**config.mk**
```make
export PLATFORM = sky130hd
export DESIGN_NAME = pmod_als_spi_emulator_flat
export DESIGN_NICKNAME = d
export VERILOG_FILES = /design/src/rtl/pmod_als_spi_emulator_if.sv /design/src/rtl/pmod_als_spi_emulator.sv /design/src/flat_wrapper.sv
export SDC_FILE = /design/constraint.sdc
export NUM_CORES = 1
export LEC_CHECK = 0
export CAP_MARGIN = 20
export CORE_ASPECT_RATIO = 0.75
export CORE_MARGIN = 1
export CORE_UTILIZATION = 30
export DETAILED_ROUTE_END_ITERATION = 10
export PLACE_DENSITY = 0.47
export SLEW_MARGIN = 20
export SYNTH_ARGS = -nofsm -noshare
export SYNTH_HDL_FRONTEND = slang
export SYNTH_SLANG_ARGS = --single-unit
export TNS_END_PERCENT = 5
```
**constraint.sdc**
```tcl
create_clock -name clock -period 3.5 [get_ports clock]
set_input_delay 0.35 -clock clock [delete_from_list [all_inputs] [get_ports clock]]
set_output_delay 0.35 -clock clock [all_outputs]
set_load 0.02 [all_outputs]
```
**src/rtl/pmod_als_spi_emulator_if.sv**
```systemverilog
// Pin and load-port bundle for the Pmod ALS SPI emulator.
// The slave modport is the emulator side; master is the SPI master / data source side.
interface pmod_als_spi_emulator_if #(
  parameter int WIDTH = 16
) ();
  logic             cs;
  logic             sck;
  logic             sdo;
  logic             sdo_oe;
  logic [WIDTH-1:0] load_data;
  logic             load_valid;
  logic             load_ready;
  logic             busy;
  logic             frame_done;
  logic             frame_abort;

  modport slave (
    input  cs, sck, load_data, load_valid,
    output sdo, sdo_oe, load_ready, busy, frame_done, frame_abort
  );

  modport master (
    output cs, sck, load_data, load_valid,
    input  sdo, sdo_oe, load_ready, busy, frame_done, frame_abort
  );
endinterface

```
**src/rtl/pmod_als_spi_emulator.sv**
```systemverilog
// Emulates the Pmod ALS sensor: shifts a WIDTH-bit frame MSB-first on sdo,
// clocked by the master's asynchronous cs/sck, with a valid/ready holding register.
module pmod_als_spi_emulator #(
  parameter int               WIDTH       = 16,
  parameter int               SYNC_STAGES = 2,
  parameter logic [WIDTH-1:0] RESET_VALUE = 16'h0000
) (
  input logic                    clock,
  input logic                    reset,
  pmod_als_spi_emulator_if.slave bus
);

  localparam int CNT_W = $clog2(WIDTH + 1);
  localparam logic [CNT_W-1:0] CNT_ZERO   = CNT_W'(1'b0);
  localparam logic [CNT_W-1:0] CNT_ONE    = CNT_W'(1'b1);
  localparam logic [CNT_W-1:0] CNT_FULL   = CNT_W'(WIDTH);
  localparam logic [CNT_W-1:0] CNT_SETTLE = CNT_W'(SYNC_STAGES);

  typedef enum logic [1:0] {
    ST_WAIT_IDLE = 2'd0,
    ST_IDLE      = 2'd1,
    ST_SHIFT     = 2'd2,
    ST_TAIL      = 2'd3
  } state_e;

  state_e                 state_q, state_d;
  logic [SYNC_STAGES-1:0] cs_sync_q, cs_sync_d;
  logic [SYNC_STAGES-1:0] sck_sync_q, sck_sync_d;
  logic                   cs_prev_q, cs_prev_d;
  logic                   sck_prev_q, sck_prev_d;
  logic [WIDTH-1:0]       hold_q, hold_d;
  logic                   pending_q, pending_d;
  logic [WIDTH-1:0]       shift_q, shift_d;
  logic [CNT_W-1:0]       count_q, count_d;
  logic                   sdo_q, sdo_d;
  logic                   sdo_oe_q, sdo_oe_d;
  logic                   busy_q, busy_d;
  logic                   frame_done_q, frame_done_d;
  logic                   frame_abort_q, frame_abort_d;

  logic cs_s;
  logic sck_s;
  logic cs_fall_s;
  logic cs_rise_s;
  logic sck_fall_s;
  logic load_fire_s;
  logic start_s;

  // Synchronizer shift and edge detection on the last two synchronized samples.
  always_comb begin
    cs_sync_d  = {cs_sync_q[SYNC_STAGES-2:0], bus.cs};
    sck_sync_d = {sck_sync_q[SYNC_STAGES-2:0], bus.sck};
    cs_s       = cs_sync_q[SYNC_STAGES-1];
    sck_s      = sck_sync_q[SYNC_STAGES-1];
    cs_prev_d  = cs_s;
    sck_prev_d = sck_s;
    cs_fall_s  = cs_prev_q & ~cs_s;
    cs_rise_s  = ~cs_prev_q & cs_s;
    sck_fall_s = sck_prev_q & ~sck_s & ~cs_s;
  end

  // Frame FSM: next state, shifter, bit count and event pulses.
  always_comb begin
    state_d       = state_q;
    shift_d       = shift_q;
    count_d       = count_q;
    start_s       = 1'b0;
    frame_done_d  = 1'b0;
    frame_abort_d = 1'b0;
    case (state_q)
      ST_WAIT_IDLE: begin
        // Synchronizers restart at 1, so cs is trusted only after they refill.
        if ((count_q >= CNT_SETTLE) && cs_s && cs_prev_q) begin
          state_d = ST_IDLE;
          count_d = CNT_ZERO;
        end else if (count_q < CNT_SETTLE) begin
          count_d = count_q + CNT_ONE;
        end else begin
          state_d = ST_WAIT_IDLE;
        end
      end
      ST_IDLE: begin
        if (cs_fall_s) begin
          start_s = 1'b1;
          shift_d = hold_q;
          count_d = CNT_ZERO;
          state_d = ST_SHIFT;
        end else begin
          state_d = ST_IDLE;
        end
      end
      ST_SHIFT: begin
        if (cs_rise_s) begin
          frame_abort_d = 1'b1;
          state_d       = ST_IDLE;
        end else if (sck_fall_s) begin
          shift_d = {shift_q[WIDTH-2:0], 1'b0};
          count_d = count_q + CNT_ONE;
          if (count_d == CNT_FULL) begin
            frame_done_d = 1'b1;
            state_d      = ST_TAIL;
          end else begin
            state_d = ST_SHIFT;
          end
        end else begin
          state_d = ST_SHIFT;
        end
      end
      ST_TAIL: begin
        if (cs_rise_s) begin
          state_d = ST_IDLE;
        end else begin
          state_d = ST_TAIL;
        end
      end
      default: begin
        state_d = ST_WAIT_IDLE;
        count_d = CNT_ZERO;
      end
    endcase
  end

  // Holding register; a load coinciding with frame start re-arms pending for the next frame.
  always_comb begin
    load_fire_s = bus.load_valid & ~pending_q;
    if (load_fire_s) begin
      hold_d    = bus.load_data;
      pending_d = 1'b1;
    end else if (start_s) begin
      hold_d    = hold_q;
      pending_d = 1'b0;
    end else begin
      hold_d    = hold_q;
      pending_d = pending_q;
    end
  end

  // Pin-side outputs follow the next state so they register on the same edge.
  always_comb begin
    sdo_d    = (state_d == ST_SHIFT) ? shift_d[WIDTH-1] : 1'b0;
    sdo_oe_d = (state_d == ST_SHIFT) || (state_d == ST_TAIL);
    busy_d   = (state_d == ST_SHIFT) || (state_d == ST_TAIL);
  end

  // State and output registers with synchronous reset.
  always_ff @(posedge clock) begin
    if (reset) begin
      state_q       <= ST_WAIT_IDLE;
      cs_sync_q     <= {SYNC_STAGES{1'b1}};
      sck_sync_q    <= {SYNC_STAGES{1'b1}};
      cs_prev_q     <= 1'b1;
      sck_prev_q    <= 1'b1;
      hold_q        <= RESET_VALUE;
      pending_q     <= 1'b0;
      shift_q       <= {WIDTH{1'b0}};
      count_q       <= CNT_ZERO;
      sdo_q         <= 1'b0;
      sdo_oe_q      <= 1'b0;
      busy_q        <= 1'b0;
      frame_done_q  <= 1'b0;
      frame_abort_q <= 1'b0;
    end else begin
      state_q       <= state_d;
      cs_sync_q     <= cs_sync_d;
      sck_sync_q    <= sck_sync_d;
      cs_prev_q     <= cs_prev_d;
      sck_prev_q    <= sck_prev_d;
      hold_q        <= hold_d;
      pending_q     <= pending_d;
      shift_q       <= shift_d;
      count_q       <= count_d;
      sdo_q         <= sdo_d;
      sdo_oe_q      <= sdo_oe_d;
      busy_q        <= busy_d;
      frame_done_q  <= frame_done_d;
      frame_abort_q <= frame_abort_d;
    end
  end

  assign bus.sdo         = sdo_q;
  assign bus.sdo_oe      = sdo_oe_q;
  assign bus.busy        = busy_q;
  assign bus.frame_done  = frame_done_q;
  assign bus.frame_abort = frame_abort_q;
  assign bus.load_ready  = ~pending_q;

endmodule

```
**src/flat_wrapper.sv**
```systemverilog
// flat-port wrapper written by rule: the top's interface ports become plain ports
module pmod_als_spi_emulator_flat 
#(
  parameter int               WIDTH       = 16,
  parameter int               SYNC_STAGES = 2,
  parameter logic [WIDTH-1:0] RESET_VALUE = 16'h0000
)
  (clock, reset, bus_cs, bus_sck, bus_load_data, bus_load_valid, bus_sdo, bus_sdo_oe, bus_load_ready, bus_busy, bus_frame_done, bus_frame_abort);
  pmod_als_spi_emulator_if #(.WIDTH(WIDTH)) bus_i ();
  input logic clock;
  input logic reset;
  input wire logic [$bits(bus_i.cs)-1:0] bus_cs;
  input wire logic [$bits(bus_i.sck)-1:0] bus_sck;
  input wire logic [$bits(bus_i.load_data)-1:0] bus_load_data;
  input wire logic [$bits(bus_i.load_valid)-1:0] bus_load_valid;
  output wire logic [$bits(bus_i.sdo)-1:0] bus_sdo;
  output wire logic [$bits(bus_i.sdo_oe)-1:0] bus_sdo_oe;
  output wire logic [$bits(bus_i.load_ready)-1:0] bus_load_ready;
  output wire logic [$bits(bus_i.busy)-1:0] bus_busy;
  output wire logic [$bits(bus_i.frame_done)-1:0] bus_frame_done;
  output wire logic [$bits(bus_i.frame_abort)-1:0] bus_frame_abort;
  assign bus_i.cs = bus_cs;
  assign bus_i.sck = bus_sck;
  assign bus_i.load_data = bus_load_data;
  assign bus_i.load_valid = bus_load_valid;
  assign bus_sdo = bus_i.sdo;
  assign bus_sdo_oe = bus_i.sdo_oe;
  assign bus_load_ready = bus_i.load_ready;
  assign bus_busy = bus_i.busy;
  assign bus_frame_done = bus_i.frame_done;
  assign bus_frame_abort = bus_i.frame_abort;
  pmod_als_spi_emulator #(.WIDTH(WIDTH), .SYNC_STAGES(SYNC_STAGES), .RESET_VALUE(RESET_VALUE)) u_core (.clock(clock), .reset(reset), .bus(bus_i));
endmodule
```
==> flow_summary_export.csv, run 1 <==
group,metric,value,unit
run,cap_violations,0,
placement,post_dp_cell_area,0.00254,mm2
final_layout,layout-drive-gt1-share,9.06,%
final_layout,syn_to_final_growth,18.4,%
routing,vias,1802,
power_and_ir_drop,switching_power,0.000525,W
hold_path,hold_start,"u_core.sck_sync_q[0]$_SDFF_PP1_",
yosys,synth_cells,256,
yosys,synthXorXnorAreaFrac,0,%
worst_setup_path,cpPeakStageDelay,850,ps
die,pin_count,27,
worst_setup_path,start_kind,"flop",
die,die-width,102,um
hold_path,holdCritPathClass,"reg -> reg",
power_and_ir_drop,clock_power_share,25.9,%
yosys,synth-seq-area-share,44.6,%
timing,maxSlewViolCount,0,
timing,fmax,419,MHz
timing,setup_viol,0,
routing,drc,0,
timing,hold_violations,0,
worst_setup_path,crit_path_top_delay_cell,"a2111oi_4",
timing,slew_headroom,35.5,%
die,core,0.00703,mm2
die,core.rowCount,26,
placement,port_buffers,26,
cts,ctsLongestPathBuffers,2,
die,initial_core_util,31.9,%
timing,setup_ws,1110,ps
yosys,synthesis.nets,285,
yosys,yosys_warnings,0,
power_and_ir_drop,p_sw_share,33.1,%
power_and_ir_drop,powerDensity,596,mW/mm2
cts,cts_hold_buffers,0,
final_layout,fin_area,0.00266,mm2
yosys,yosys.area_share.adder,4.46,%
global_route,grt_pass1_wl,8.08,mm
timing,min_period_over_period,68.2,%
worst_setup_path,critical_path_arrival,2610,ps
global_route,grt_max_degree,30,
cts,cts_buffers,5,
final_layout,antennaDiodeCount,0,
global_route,overflow,0,
die,die-area,0.00784,mm2
yosys,synth-edff-count,0,
worst_setup_path,critPathKind,"reg -> reg",
placement,gp_congestion,0.710,
power_and_ir_drop,p_int,0.00106,W
worst_setup_path,r2r_start,"u_core.state_q[0]$_SDFF_PP0_",
cts,cts.sinks,50,
die,die_y,76.9,um
cts,cts_tree,"built",
global_route,grt_pass1_vias,1679,
yosys,synthMuxAreaShare,0.446,%
yosys,synth-simple-area-share,21.0,%
cts,postCtsSetupBuffers,0,
cts,htree_levels,2,
yosys,synth_compound_area_share,23.0,%
yosys,yosys.area.top_type,"dfxtp_1",
timing,fin_crit,2390,ps
final_layout,layout_commonest_cell,"dfxtp_1",
placement,place_hpwl,3.41,mm
power_and_ir_drop,irDropWorstVdd,182,uV
timing,fin_setup_tns,0,ps
yosys,synth_area_per_cell,8.77,um2
cts,root_buffer,"clkbuf_8",
yosys,syn-cell-area,0.00224,mm2
yosys,synth_area_leaders,"dfxtp_1 (45%), nand2_1 (8.2%), a21oi_1 (7.6%)",
power_and_ir_drop,power_frac_seq,41.2,%
worst_setup_path,worstPathRequired,3730,ps
cts,ctsResizeCount,0,
routing,wl_per_cell,13.1,um
worst_setup_path,crit_fanout,15,
power_and_ir_drop,leakagePower,0.927,nW
routing,dr.pass1.iters,4,
yosys,netlist.area_leader.share,44.6,%
yosys,synth_seq_cells,50,
yosys,async_reset_ff_share,0,%
cts,clock_latency,300,ps
routing,antenna_left,0,
routing,drt_iter0_markers,65,
final_layout,layout_common_cells,"dfxtp_1 (50), nand2_1 (49), a21oi_1 (34)",
timing,worst_pin_slew,968,ps
status,status,"finished, final reports clean",
timing,rsz0062_at_grt,"false",
worst_setup_path,worst_setup_path_end_kind,"flop",
final_layout,fin_nets,304,
cts,path_clk_slew,90,ps
routing,routed_wl,4.91,mm
yosys,ys.flop_type,"dfxtp_1",
global_route,antenna_found_initial,0,
power_and_ir_drop,combPwrFrac,32.9,%
yosys,synth_top_family_by_area,"compound AO/OA/AOI/OAI gates",
worst_setup_path,cp_cell_sequence,"inv_1, ha_1, o21bai_2, a2111oi_4, a22oi_1, a21oi_1",
timing,skew,9.34,ps
yosys,yosysUniqueCellTypes,46,
placement,place_ws,1120,ps
global_route,gr-usage-all-layers,13.2,%
routing,viasPerCell,4.82,
worst_setup_path,crit_start,"u_core.state_q[0]$_SDFF_PP0_",
worst max-delay path, delay by kind of cell, from the launching register on:
| family | cells | cell delay [ps] |
|---|---|---|
| buffers and inverters | 1 | 130 |
| DFF | 1 | 350 |
| adders and majority gates | 1 | 460 |
| AOI/OAI and AO/OA | 4 | 1370 |
layout make-up:
class	instances	area, um2
inverters	13	48.8
clock inverters	3	43.8
multi-input cells	177	1100
well taps	98	123
flip-flops and latches	50	1000
repair buffers	28	275
clock buffers	5	68.8
fillers	740	4370
sequential cells by signal, indices dropped and copies added, names as in the netlist:
signal and count:
u_core.sck_sync_q 2, u_core.cs_sync_q 2, u_core.bus.sdo 1, u_core.state_q 2, u_core.sck_prev_q 1, u_core.hold_q 16
u_core.bus.frame_abort 1, u_core.count_q 5, u_core.bus.sdo_oe 1, u_core.bus.frame_done 1, u_core.shift_q 16, u_core.cs_prev_q 1
u_core.pending_q 1
power groups by stage:
| stage | Clock (W) | Combinational, W | Sequential [W] |
|---|---|---|---|
| floorplan | 0 | 0.000393 | 0.000661 |
| global placement | 0 | 0.000530 | 0.000665 |
| detailed placement | 0 | 0.000521 | 0.000664 |
| CTS | 0.000421 | 0.000523 | 0.000652 |
| global route | 0.000446 | 0.000578 | 0.000659 |
| finish | 0.000411 | 0.000522 | 0.000652 |
cell usage after synthesis, types with 2 or more instances:
library cell,count
dfxtp_1,50
nand2_1,49
a21oi_1,34
a22oi_1,15
inv_1,13
ha_1,8
clkbuf_1,7
nor2_1,7
or2_2,7
a211oi_1,6
nand3_1,5
buf_2,3
buf_4,3
buf_6,3
o21ai_1,3
o32ai_1,3
a211o_1,2
a221o_1,2
and3_1,2
and3b_1,2
nand2b_1,2
nand4b_1,2
nor2b_1,2
o211ai_1,2
o21a_1,2
or3_1,2
cells by family after synthesis:
family,Yosys count
AND/OR/NAND/NOR,93
AO/OA/AOI/OAI,75
flip-flops,50
buffers and inverters,29
adder cells (fa/ha/maj),8
multiplexers,1
layer usage:
layer / part of all wire (%) / track usage (%) / wire [um] / vias up
met1: 54 / 19.3 / 2670 / 841
met4: 1.1 / 4.29 / 55 / 0
met3: 3.1 / 3.10 / 151 / 5
met5: 0 / 0 / 0 / -
met2: 41 / 18.6 / 2030 / 26
li1: - / - / - / 930
per-stage QoR:
step	hold slack [ps]	total power [W]	util, %	cells
6_report	416	0.00158	37.8	374
3_5_place_dp	398	0.00119	36.2	366
4_1_cts	420	0.00160	37.8	374
2_1_floorplan	389	0.00105	-	256
3_3_place_gp	394	0.00119	36.2	366
5_1_grt	430	0.00168	37.8	374
worst paths after layout:
path | end | slack, ps | cells after the start
setup reg to reg | u_core.shift_q[1]$_SDFFE_PP0P_ | 1110 | 6
setup / recovery | u_core.shift_q[1]$_SDFFE_PP0P_ | 1110 | 6
hold reg to reg | u_core.sck_sync_q[1]$_SDFF_PP1_ | 420 | 1
hold / removal | u_core.sck_sync_q[1]$_SDFF_PP1_ | 420 | 1
No activity file was read; power rests on OpenSTA's default activity.
==> run 2, diff against run 1 <==
clock period = 2.2 ns   (was 3.5 ns; I/O delays follow)
==> run 2 against run 1 <==
  * Non-clock buffer count up 6
  * Worst setup slack worse by 920 ps
  * Global-route usage increased by 0.20 points
  * Critical path depth unchanged
  * Combinational power rose by 67%
  * Sequential power is 58% higher
  * Total power increased by 54%
  * Hold slack improved by 2.9 ps
==> flow_summary_export.csv, run 2 (same netlist as run 1, synthesis figures left out) <==
group,metric,value,unit
status,status,"finished, final reports clean",
cts,cts_buffers,5,
final_layout,layout_common_cells,"dfxtp_1 (50), nand2_1 (49), a21oi_1 (34)",
cts,postCtsSetupBuffers,0,
cts,cts.sinks,50,
timing,skew,14.3,ps
routing,drc,0,
placement,port_buffers,26,
timing,fin_crit,2000,ps
run,cap_violations,0,
global_route,antenna_found_initial,0,
die,pin_count,27,
worst_setup_path,worst_setup_path_end_kind,"flop",
cts,ctsLongestPathBuffers,2,
worst_setup_path,critPathKind,"reg -> reg",
final_layout,layout-drive-gt1-share,11.3,%
power_and_ir_drop,power_frac_seq,42.2,%
die,die_y,76.9,um
power_and_ir_drop,p_int,0.00159,W
cts,cts_tree,"built",
routing,viasPerCell,4.83,
die,core.rowCount,26,
power_and_ir_drop,powerDensity,903,mW/mm2
worst_setup_path,crit_start,"u_core.state_q[1]$_SDFF_PP0_",
worst_setup_path,cpPeakStageDelay,520,ps
timing,rsz0062_at_grt,"false",
worst_setup_path,worstPathRequired,2420,ps
final_layout,largestRegisters,"u_core.hold_q x16, u_core.shift_q x16, u_core.count_q x5",
global_route,grt_pass1_wl,8.23,mm
placement,place_ws,125,ps
routing,drt_iter0_markers,107,
power_and_ir_drop,p_total,0.00243,W
final_layout,antennaDiodeCount,0,
power_and_ir_drop,leakagePower,0.945,nW
worst_setup_path,crit_fanout,15,
timing,hold_violations,0,
routing,dr.pass1.iters,4,
placement,gp_congestion,0.736,
power_and_ir_drop,switching_power,0.000840,W
hold_path,hold_path_depth,1,
routing,vias,1835,
routing,routed_wl,4.81,mm
global_route,gr-usage-all-layers,13.4,%
worst_setup_path,critical_path_arrival,2230,ps
timing,setup_ws,197,ps
cts,root_buffer,"clkbuf_8",
final_layout,layout_commonest_cell,"dfxtp_1",
placement,place_hpwl,3.42,mm
power_and_ir_drop,clock_power_share,21.9,%
timing,setup_viol,0,
power_and_ir_drop,irDropWorstVdd,388,uV
timing,fin_setup_tns,0,ps
cts,clock_latency,300,ps
power_and_ir_drop,combPwrFrac,35.9,%
timing,min_period_over_period,91.1,%
routing,antenna_left,0,
die,die-width,102,um
final_layout,nFillCells,767,
worst_setup_path,crit_path_top_delay_cell,"a211o_1",
worst_setup_path,start_kind,"flop",
final_layout,syn_to_final_growth,20.1,%
cts,htree_levels,2,
worst_setup_path,cp_cell_sequence,"inv_1, ha_1, nor2b_1, a211o_1, a22oi_1, a21oi_1",
die,die-area,0.00784,mm2
global_route,grt_pass1_vias,1671,
timing,worst_pin_slew,589,ps
routing,wl_per_cell,12.7,um
die,core,0.00703,mm2
hold_path,holdCritPathClass,"reg -> reg",
final_layout,fin_nets,310,
worst_setup_path,ff2ff_path_depth,6,
global_route,grt_max_degree,35,
hold_path,hold_start,"u_core.sck_sync_q[0]$_SDFF_PP1_",
timing,fmax,499,MHz
power_and_ir_drop,p_sw_share,34.5,%
timing,maxSlewViolCount,0,
cts,path_clk_slew,90,ps
global_route,overflow,0,
die,initial_core_util,31.9,%
worst_setup_path,r2r_start,"u_core.state_q[1]$_SDFF_PP0_",
timing,slew_headroom,60.6,%
-- run 2: changes by cell type in the layout (fill, tap and decap cells not counted), sizes merged --
cell,change
buf,+6
clkinvlp,+1
inv,-1
clkinv,+1
bufinv,-1
-- run 2: power by group through the flow --
stage / registers, W / logic, W / clock network (W)
finish: 0.00103 / 0.000874 / 0.000532
global route: 0.00104 / 0.000971 / 0.000595
CTS: 0.00103 / 0.000871 / 0.000555
detailed placement: 0.00105 / 0.000864 / 0
global placement: 0.00105 / 0.000886 / 0
floorplan: 0.00105 / 0.000625 / 0
-- run 2: layout make-up --
type,instances,area [um2],area share (%)
Inverter,13,48.8,1.81
Multi-Input combinational cell,177,1100,40.8
Sequential cell,50,1000,37.1
Tap cell,98,123,4.55
Timing Repair Buffer,34,333,12.3
Clock inverter,3,21.3,0.789
Clock buffer,5,68.8,2.55
-- run 2: path summary, 6_finish.rpt --
check	to	slack (ps)
worst max-delay path	u_core.shift_q[3]$_SDFFE_PP0P_	200
worst min register to register	u_core.sck_sync_q[1]$_SDFF_PP1_	420
worst min-delay path	u_core.sck_sync_q[1]$_SDFF_PP1_	420
worst max register to register	u_core.shift_q[3]$_SDFFE_PP0P_	200
-- run 2: routing by layer --
layer  global-route usage, %  part of all wire, %
met1                    20.3                   56
met2                    18.2                   40
met3                    3.56                  2.6
met4                    3.43                 0.87
met5                       0                    0
-- run 2: through the flow --
| step | std cells | hold slack (ps) | utilization, % | instance area [um2] |
|---|---|---|---|---|
| after floorplan | 256 | 324 | - | 2240 |
| after global placement | 372 | 391 | 37.0 | 2600 |
| after detailed placement | 372 | 400 | 37.0 | 2600 |
| after CTS | 380 | 422 | 38.3 | 2690 |
| after global routing | 380 | 441 | 38.4 | 2700 |
| final | 380 | 419 | 38.4 | 2700 |
-- run 2: repair_timing --
action / 4_1_cts / 5_1_grt
gates resized for setup: 0 / 1
endpoints found under the setup margin: 0 / 9
hold buffers: 0 / 0
-- run 2: critical path, delay by kind of cell, from the launching register on --
kind	cells	cell delay (ps)
adder cells (fa/ha/maj)	1	250
buffers and inverters	1	130
AO/OA/AOI/OAI	3	860
flip-flops	1	370
AND/OR/NAND/NOR	1	330
